$ cat config.mk
export PLATFORM = sky130hd
export DESIGN_NAME = store_buffer
export DESIGN_NICKNAME = d
export VERILOG_FILES = /design/src/rtl/dm_pkg.sv /design/src/rtl/store_buffer_fifo.sv /design/src/rtl/store_buffer.sv
export SDC_FILE = /design/constraint.sdc
export NUM_CORES = 1
export LEC_CHECK = 0
export ABC_AREA = 1
export CAP_MARGIN = 20
export CORE_MARGIN = 5
export CORE_UTILIZATION = 50
export DETAILED_ROUTE_END_ITERATION = 10
export GPL_TIMING_DRIVEN = 1
export PLACE_DENSITY = 0.74
export SLEW_MARGIN = 10
export SYNTH_ARGS = -nofsm -noshare
export SYNTH_HDL_FRONTEND = slang
export SYNTH_SLANG_ARGS = --single-unit
$ cat constraint.sdc
create_clock -name clk -period 6.3 [get_ports clk]
set_input_delay 1.26 -clock clk [delete_from_list [all_inputs] [get_ports clk]]
set_output_delay 1.26 -clock clk [all_outputs]
set_load 0.01 [all_outputs]
$ cat src/rtl/dm_pkg.sv
// Data-memory shared definitions: access-width codes and the store-buffer entry record.
package dm_pkg;

  localparam logic [1:0] OP_WORD = 2'b00;
  localparam logic [1:0] OP_BYTE = 2'b01;
  localparam logic [1:0] OP_HALF = 2'b10;

  typedef struct packed {
    logic [31:0] addr;
    logic [31:0] data;
    logic [1:0]  op;
  } sb_entry_t;

  // True when the access width is legal and the byte address is naturally aligned for it.
  function automatic logic store_legal(input logic [31:0] addr, input logic [1:0] op);
    logic ok;
    case (op)
      OP_WORD: ok = (addr[1:0] == 2'b00);
      OP_HALF: ok = !addr[0];
      OP_BYTE: ok = 1'b1;
      default: ok = 1'b0;
    endcase
    return ok;
  endfunction

endpackage

$ cat src/rtl/store_buffer_fifo.sv
// Circular entry store for the store buffer; exposes per-entry valid bits and word addresses
// so the parent can run hazard compares against every pending store.
module store_buffer_fifo
  import dm_pkg::*;
#(
  parameter int unsigned DEPTH = 4,
  parameter int unsigned AW    = 12
) (
  input  logic                       clk_i,
  input  logic                       rst_i,
  input  logic                       push_i,
  input  sb_entry_t                  push_entry_i,
  input  logic                       pop_i,
  output sb_entry_t                  head_o,
  output logic [DEPTH-1:0]           valid_o,
  output logic [DEPTH-1:0][AW-1:0]   word_addr_o,
  output logic                       full_o,
  output logic                       empty_o
);

  localparam int unsigned PtrW = $clog2(DEPTH);

  sb_entry_t [DEPTH-1:0] entries_q;
  logic [PtrW-1:0]       head_q, head_d;
  logic [PtrW-1:0]       tail_q, tail_d;
  logic [PtrW:0]         count_q, count_d;
  logic [DEPTH-1:0]      valid_q, valid_d;

  always_comb begin
    head_d  = head_q;
    tail_d  = tail_q;
    count_d = count_q;
    valid_d = valid_q;
    if (pop_i) begin
      valid_d[head_q] = 1'b0;
      head_d          = head_q + PtrW'(1);
    end
    if (push_i) begin
      valid_d[tail_q] = 1'b1;
      tail_d          = tail_q + PtrW'(1);
    end
    if (push_i && !pop_i) begin
      count_d = count_q + (PtrW+1)'(1);
    end else if (pop_i && !push_i) begin
      count_d = count_q - (PtrW+1)'(1);
    end
  end

  always_ff @(posedge clk_i) begin
    if (rst_i) begin
      head_q  <= '0;
      tail_q  <= '0;
      count_q <= '0;
      valid_q <= '0;
    end else begin
      head_q  <= head_d;
      tail_q  <= tail_d;
      count_q <= count_d;
      valid_q <= valid_d;
    end
  end

  // Payload needs no reset: the valid bits gate every use of it.
  always_ff @(posedge clk_i) begin
    if (push_i) begin
      entries_q[tail_q] <= push_entry_i;
    end
  end

  always_comb begin
    for (int unsigned i = 0; i < DEPTH; i++) begin
      word_addr_o[i] = entries_q[i].addr[AW+1:2];
    end
  end

  assign head_o  = entries_q[head_q];
  assign valid_o = valid_q;
  assign full_o  = (count_q == (PtrW+1)'(DEPTH));
  assign empty_o = (count_q == '0);

endmodule

$ cat src/rtl/store_buffer.sv
// Posted-write buffer in front of the data memory: queues stores, drains one per cycle,
// and gives loads priority on the single address port unless they hit a pending store.
module store_buffer
  import dm_pkg::*;
#(
  parameter int unsigned DEPTH = 4,
  parameter int unsigned AW    = 12
) (
  input  logic        clk,
  input  logic        rst,
  input  logic        st_valid,
  input  logic [31:0] st_addr,
  input  logic [31:0] st_data,
  input  logic [1:0]  st_op,
  output logic        st_ready,
  input  logic        ld_valid,
  input  logic [31:0] ld_addr,
  input  logic [1:0]  ld_op,
  output logic        ld_stall,
  output logic [31:0] dm_addr,
  output logic [31:0] dm_wdata,
  output logic [1:0]  dm_op,
  output logic        dm_we,
  output logic        err,
  output logic        empty
);

  sb_entry_t                push_entry;
  sb_entry_t                head_entry;
  logic [DEPTH-1:0]         entry_valid;
  logic [DEPTH-1:0][AW-1:0] entry_word_addr;
  logic                     fifo_full, fifo_empty;
  logic                     st_legal, st_accept, pop;
  logic                     pending_hit, incoming_hit, ld_hazard;
  logic                     err_q;

  assign st_legal   = store_legal(st_addr, st_op);
  assign st_ready   = !fifo_full && !rst;
  assign st_accept  = st_valid && st_ready && st_legal;
  assign push_entry = '{addr: st_addr, data: st_data, op: st_op};

  store_buffer_fifo #(
    .DEPTH (DEPTH),
    .AW    (AW)
  ) u_fifo (
    .clk_i        (clk),
    .rst_i        (rst),
    .push_i       (st_accept),
    .push_entry_i (push_entry),
    .pop_i        (pop),
    .head_o       (head_entry),
    .valid_o      (entry_valid),
    .word_addr_o  (entry_word_addr),
    .full_o       (fifo_full),
    .empty_o      (fifo_empty)
  );

  // Word-granular compare ignores width and byte offset, so it may stall needlessly but never
  // lets a load overtake an overlapping store.
  always_comb begin
    pending_hit = 1'b0;
    for (int unsigned i = 0; i < DEPTH; i++) begin
      if (entry_valid[i] && (entry_word_addr[i] == ld_addr[AW+1:2])) begin
        pending_hit = 1'b1;
      end
    end
  end

  assign incoming_hit = st_accept && (st_addr[AW+1:2] == ld_addr[AW+1:2]);
  assign ld_hazard    = ld_valid && (pending_hit || incoming_hit);
  assign ld_stall     = ld_hazard && !rst;

  always_comb begin
    dm_addr  = '0;
    dm_wdata = '0;
    dm_op    = OP_WORD;
    dm_we    = 1'b0;
    pop      = 1'b0;
    if (rst) begin
      // Port stays idle so nothing pending is written while being discarded.
    end else if (ld_valid && !ld_hazard) begin
      dm_addr = ld_addr;
      dm_op   = ld_op;
    end else if (!fifo_empty) begin
      dm_addr  = head_entry.addr;
      dm_wdata = head_entry.data;
      dm_op    = head_entry.op;
      dm_we    = 1'b1;
      pop      = 1'b1;
    end
  end

  always_ff @(posedge clk) begin
    if (rst) begin
      err_q <= 1'b0;
    end else begin
      err_q <= st_valid && !st_legal;
    end
  end

  assign err   = err_q;
  assign empty = fifo_empty || rst;

endmodule

==> impl_metrics.yaml <==
status:
  status: "finished clean"
final_layout:
  fillers: 1927
  utilization_pct: 62.69
  design_area_mm2: 0.01533
  multi_input_area_mm2: 0.003621
  syn2layout_area_growth_pct: 22.78
  layout.cells.non_filler: 1690
  final_nets: 1456
  layout-drive-gt1-share_pct: 8.358
  regArea_mm2: 0.008173
synthesis:
  ys_ff_latch: 276
  syn_nets: 1303
  yosys-top-cells-area: "edfxtp_1 63%, nand2_1 6.1%, nor2_1 5.2%"
  syn_area_mm2: 0.01249
  ys_seq_area_share_pct: 65.40
  synthCells: 1189
  yosys_warnings: 0
  ys_top_cells_by_count: "264 x edfxtp_1, 204 x nand2_1, 173 x nor2_1"
  synth_flop_cell: "edfxtp_1"
  async_flop_share_pct: 0
  syn_avg_cell_area_um2: 10.50
  yosys.area.top_type: "edfxtp_1"
  yosysMostFrequentCell: "edfxtp_1"
  ys_types: 31
  synth_top_area_share_pct: 63.47
  synth-edff-count: 264
placed_design:
  placed_cell_area_mm2: 0.01445
  hpwl_um: 19390
  port_buffers: 174
  dpl.cell_count: 1636
  place_ws_ps: 753.3
  place.gp.congestion: 0.9468
grt:
  grt_pass1_wl_um: 48550
  grt_usage_pct: 21.56
  met3_usage_pct: 4.924
  use_met1_pct: 28.12
  grt_max_degree: 95
  antenna_found_initial: 5
  grtUsageMet2_pct: 36.16
  grt_pass1_vias: 9137
  busiest_layer: "met2"
  overflow: 0
routing:
  wl_per_cell_um: 18.55
  via_per_inst: 5.396
  ant_nets: 0
  drt_first_iter_violations: 788
  drcViolationCount: 0
  dr.pass1.iters: 7
  wirelength_um: 31350
  vias: 9119
timing:
  finalCriticalPeriod_ps: 5558
  hold_viol_final: 0
  max-slew-margin-rel_pct: 34.35
  skew_ps: 7.736
  fin_crit_sh_pct: 88.22
  tightest_slew_ps: 983.6
  rsz0062_at_grt: "no"
  worst_slack_ps: 742.4
  setup_viol: 0
  hold_slack_ps: 460.3
  fin_tns_setup_ps: 0
  fmax_ghz: 0.1799
  slew_viol_final: 0
clock_tree:
  htreeDepth: 1
  cts-root-buf: "clkbuf_16"
  postCtsHoldBufs: 0
  cts_inserted_buffers: 28
  cts_sinks: 276
  cts_resized: 0
  post_cts_buffers: 0
  cts_tree: "done"
  cts.clk_slew.worst_paths_ps: 60
  cts_buffer_depth: 3
  clock_latency_ps: 540
critical_path:
  end_kind: "primary output"
  cp-start-kind: "input pin"
  cp.arrival_ps: 4300
  cp.required_ps: 5040
  critPathMaxFanout: 27
  critPathKind: "in2out"
floorplanning:
  core_mm2: 0.02446
  die_height_um: 168.0
  dieArea_mm2: 0.02824
  num_rows: 57
  initial_core_util_pct: 51.06
  io_pins: 175
  die_w_um: 168.0
flow_run:
  maxCapViolCount: 0
power_and_ir_drop:
  total_power_mw: 4.291
  ir_drop_v: 0.0001793
  p_per_area_mw_per_mm2: 279.8
  p_leak_nw: 5.565
min_path:
  hp-class: "reg2reg"
==> routing by layer <==
layer  part of all wire, %  vias to the layer above
met1                    41                     4319
met5                  0.13                        -
met4                   2.7                        6
li1                      -                     4417
met3                   7.7                       61
met2                    48                      316
==> cell type report <==
type	instances	area share, %
diodes	2	0.03264
clock buffers	38	5.083
clock inverters	14	0.6446
inverters	94	2.350
multi-input cells	749	23.61
flip-flops and latches	276	53.30
well taps	324	2.644
repair buffers	193	12.34
==> power breakdown <==
group	internal (mW)	total [mW]	switching, mW
combinational	0.249	0.649	0.400
sequential	2.04	2.08	0.0360
clock	0.906	1.57	0.660
==> placed cells by master, fill, tap and decap left out, types with 2 or more instances in the layout <==
cell type	count
o211ai_1	5
xnor2_1	7
o21ai_0	113
a21oi_1	91
nor3_1	3
clkinv_2	12
edfxtp_1	264
nand2_2	3
xor2_1	5
a21oi_2	29
nand4_1	33
clkbuf_1	7
clkbuf_8	2
clkbuf_16	29
nor2_1	173
inv_2	9
a221o_1	2
o21ai_1	2
dfxtp_1	10
clkdlybuf4s50_1	173
buf_4	18
inv_1	79
nand2_1	204
clkinv_1	6
ha_1	9
nor2_2	2
diode_2	2
nand3_1	62
==> state kept, by name, indices dropped and copies added, names as in the netlist <==
name / count
u_fifo.entries_q: 216
u_fifo.word_addr_o: 48
u_fifo.valid_o: 4
u_fifo.count_q: 3
u_fifo.head_q: 2
u_fifo.tail_q: 2
err: 1
==> final timing paths <==
check	start	endpoint	slack, ps	depth (start not counted)
worst max register to register	u_fifo.count_q[0]$_SDFFE_PP0P_	u_fifo.count_q[2]$_SDFFE_PP0P_	3150	17
worst min register to register	u_fifo.valid_o[0]$_SDFF_PP0_	u_fifo.valid_o[0]$_SDFF_PP0_	460	2
worst max-delay path	ld_addr[6]	dm_wdata[12]	740	15
worst min-delay path	u_fifo.valid_o[0]$_SDFF_PP0_	u_fifo.valid_o[0]$_SDFF_PP0_	460	2
==> critical path: stages <==
cell and delay (ps):
clkdlybuf4s50_1 630, inv_1 120, nand2_1 90, nand2_1 70, nor2_1 120, nand2_1 70, nor2_1 90, nand2_1 70
nand2_2 100, inv_2 50, nand3_4 250, nand2_4 350, buf_4 310, a21oi_2 120, clkdlybuf4s50_1 570
==> logic make-up (layout without fill, tap and decap cells) <==
logic type	after synthesis	count (layout)	share of synthesized area [%]
AOI/OAI and AO/OA	243	243	10.81
xor gates and xnor gates	12	12	0.8415
adders and majority gates	10	10	1.062
buffers and inverters	164	339	5.610
DFF	276	276	65.40
other	0	2	0
and+or+nand+nor	484	484	16.28
(Power assumes the default switching activity.)
==> edit (same flow settings) <==
`AW` is set to 12 in 2 places; all go to 11.
--- a/src/rtl/store_buffer_fifo.sv
+++ b/src/rtl/store_buffer_fifo.sv
@@ -6,3 +6,3 @@
   parameter int unsigned DEPTH = 4,
-  parameter int unsigned AW    = 12
+  parameter int unsigned AW    = 11
 ) (
--- a/src/rtl/store_buffer.sv
+++ b/src/rtl/store_buffer.sv
@@ -6,3 +6,3 @@
   parameter int unsigned DEPTH = 4,
-  parameter int unsigned AW    = 12
+  parameter int unsigned AW    = 11
 ) (
Function: changed (a bounded check fails within 4 cycles, from zero or initial values and one cycle with rst high).
==> edit against the original RTL <==
Cell count shrank 2.8%. Design area shrank 1.5%. Clock power shrank 4%. Global-route usage shrank 0.29 points. Wire length shrank 2.7%. Register-to-register slack lost 0.32 ns. Sequential cell count is the same. Sequential power is essentially flat. Setup slack lost 0.020 ns. Non-clock buffer count shrank 3. Critical path type unchanged. Worst hold slack gained 0.016 ns. Sequential share of layout area grew 0.83 points. Power shrank 1.4%. Synthesized area shrank 1.6%.
==> edit: results (changes against the original RTL) <==
Run status
  • Status: completed

Yosys
  • Mapped Cells: 1144 (-3.8%)
  • Xor/xnor share of the synthesized area: 0.926% (+0.085 points)
  • Synth Area in Compound Gates: 11.1% (+0.27 points)
  • Adder-Cell Fraction of Synth Area: 1.08% (+0.017 points)
  • Synth cell types: 33 (+6.5%)
  • Most common library cells after synthesis: edfxtp_1 (264), nor2_1 (192), nand2_1 (185), o21ai_0 (130), a21oi_1 (90)
  • Synthesized netlist net count: 1258 (-3.5%)
  • Sequential share of the synthesized area: 66.5% (+1.1 points)

Routing
  • Vias: 8847 (-3.0%)
  • DR iter-0 viols: 746 (-5.3%)
  • Final WL: 30500 um (-2.7%)
  • Post-DR vias/cell: 5.39 (-0.15%)
  • Initial DRT Pass Iterations: 5 (-2)

Place
  • Post-DP HPWL: 18700 um (-3.7%)
  • GPL Wtd Cong: 0.984 (+4.0%)
  • Port Buf Inserts: 174 (unchanged)
  • Dpl cells: 1593 (-2.6%)

Pwr
  • LEAKAGE: 5.37 nW (-3.4%)
  • Maximum VDD drop: 0.239 mV (+33%)

Global route
  • Number of antenna violations at the first check in global routing: 2 (-3)
  • Global Route Usage Sum: 21.3% (-0.29 points)
  • First-pass GRT wire length: 47300 um (-2.5%)
  • Vias in the first global route: 8704 (-4.7%)
  • Pin count of the biggest net entering global routing: 84 (-12%)

Layout
  • Nets: 1412 (-3.0%)
  • Largest register FFs: 220 (+1.9%)
  • Layout cells sized above 1: 8.04% (-0.32 points)
  • Ant. Diodes: 0 (-2)
  • Fillers: 1935 (+0.42%)

Setup path
  • Arrival time worst endpoint: 4.32 ns (+0.02 ns)
  • FF-to-FF path depth: 14 (-3)
  • CP max stage delay: 0.55 ns (-0.08 ns)
  • Worst r2r src: u_fifo.count_q[0]
  • CP max FO: 34 (+26%)

STA
  • Worst clock skew: 0.0119 ns (+0.00415 ns)
  • Tightest Pin Transition: 1.03 ns (+0.0425 ns)

Min path
  • Hold path start: u_fifo.valid_o[3]
  • Endpoint, Worst Hold: u_fifo.valid_o[3]

Clocking
  • H-tree Lvls: 1 (unchanged)
  • Number of buffers created by CTS: 27 (-3.6%)
edit: changes by cell type after synthesis, moves of 4 or more:
cell	delta
a21oi_2	-13
buf_1	-4
buf_6	-7
inv_1	-13
nand2_1	-19
nand3_1	-31
nand4_1	-17
nand4_2	+12
nor2_1	+19
o21ai_0	+17
o22ai_1	+10
or2_0	+5
edit: where the power goes:
group	switching (mW)	internal (mW)	total, mW
clock network	0.652	0.849	1.50
registers	0.0421	2.04	2.08
logic	0.397	0.250	0.647
total	1.09	3.14	4.23
edit: cell type report:
| cell class | instances | area, um2 | share of cell area, % |
|---|---|---|---|
| clock buffers | 34 | 722 | 4.78 |
| repair buffers | 190 | 1880 | 12.5 |
| inverters | 81 | 313 | 2.07 |
| multi-input cells | 722 | 3500 | 23.2 |
| clock inverters | 15 | 101 | 0.671 |
| well taps | 324 | 405 | 2.68 |
| flip-flops and latches | 276 | 8170 | 54.1 |
edit: worst max-delay path by stage:
stage / start / end / cells past startpoint
5_1_grt: st_op[1] / dm_addr[30] / 15
4_1_cts: st_op[1] / dm_addr[4] / 15
3_3_place_gp: st_op[1] / dm_addr[30] / 15
3_5_place_dp: st_op[1] / dm_addr[4] / 15
2_1_floorplan: ld_addr[12] / dm_addr[15] / 12
6_report: st_op[1] / dm_addr[28] / 15
edit: per-layer routing:
layer	vias to the layer above	global-route usage, %	part of all wire, %
met5	-	0	0.085
met4	4	5.59	2.4
met3	57	4.98	8.3
met2	316	36.2	48
met1	4199	27.8	41
li1	4271	-	-
edit: through the flow:
stage	worst slack [ns]	hold slack [ns]	cell area, um2
5_1_grt	0.451	0.511	15100
6_report	0.723	0.476	15100
4_1_cts	0.724	0.473	15100
3_5_place_dp	0.763	0.462	14300
3_3_place_gp	0.794	0.457	14200
2_1_floorplan	2.42	0.435	12300
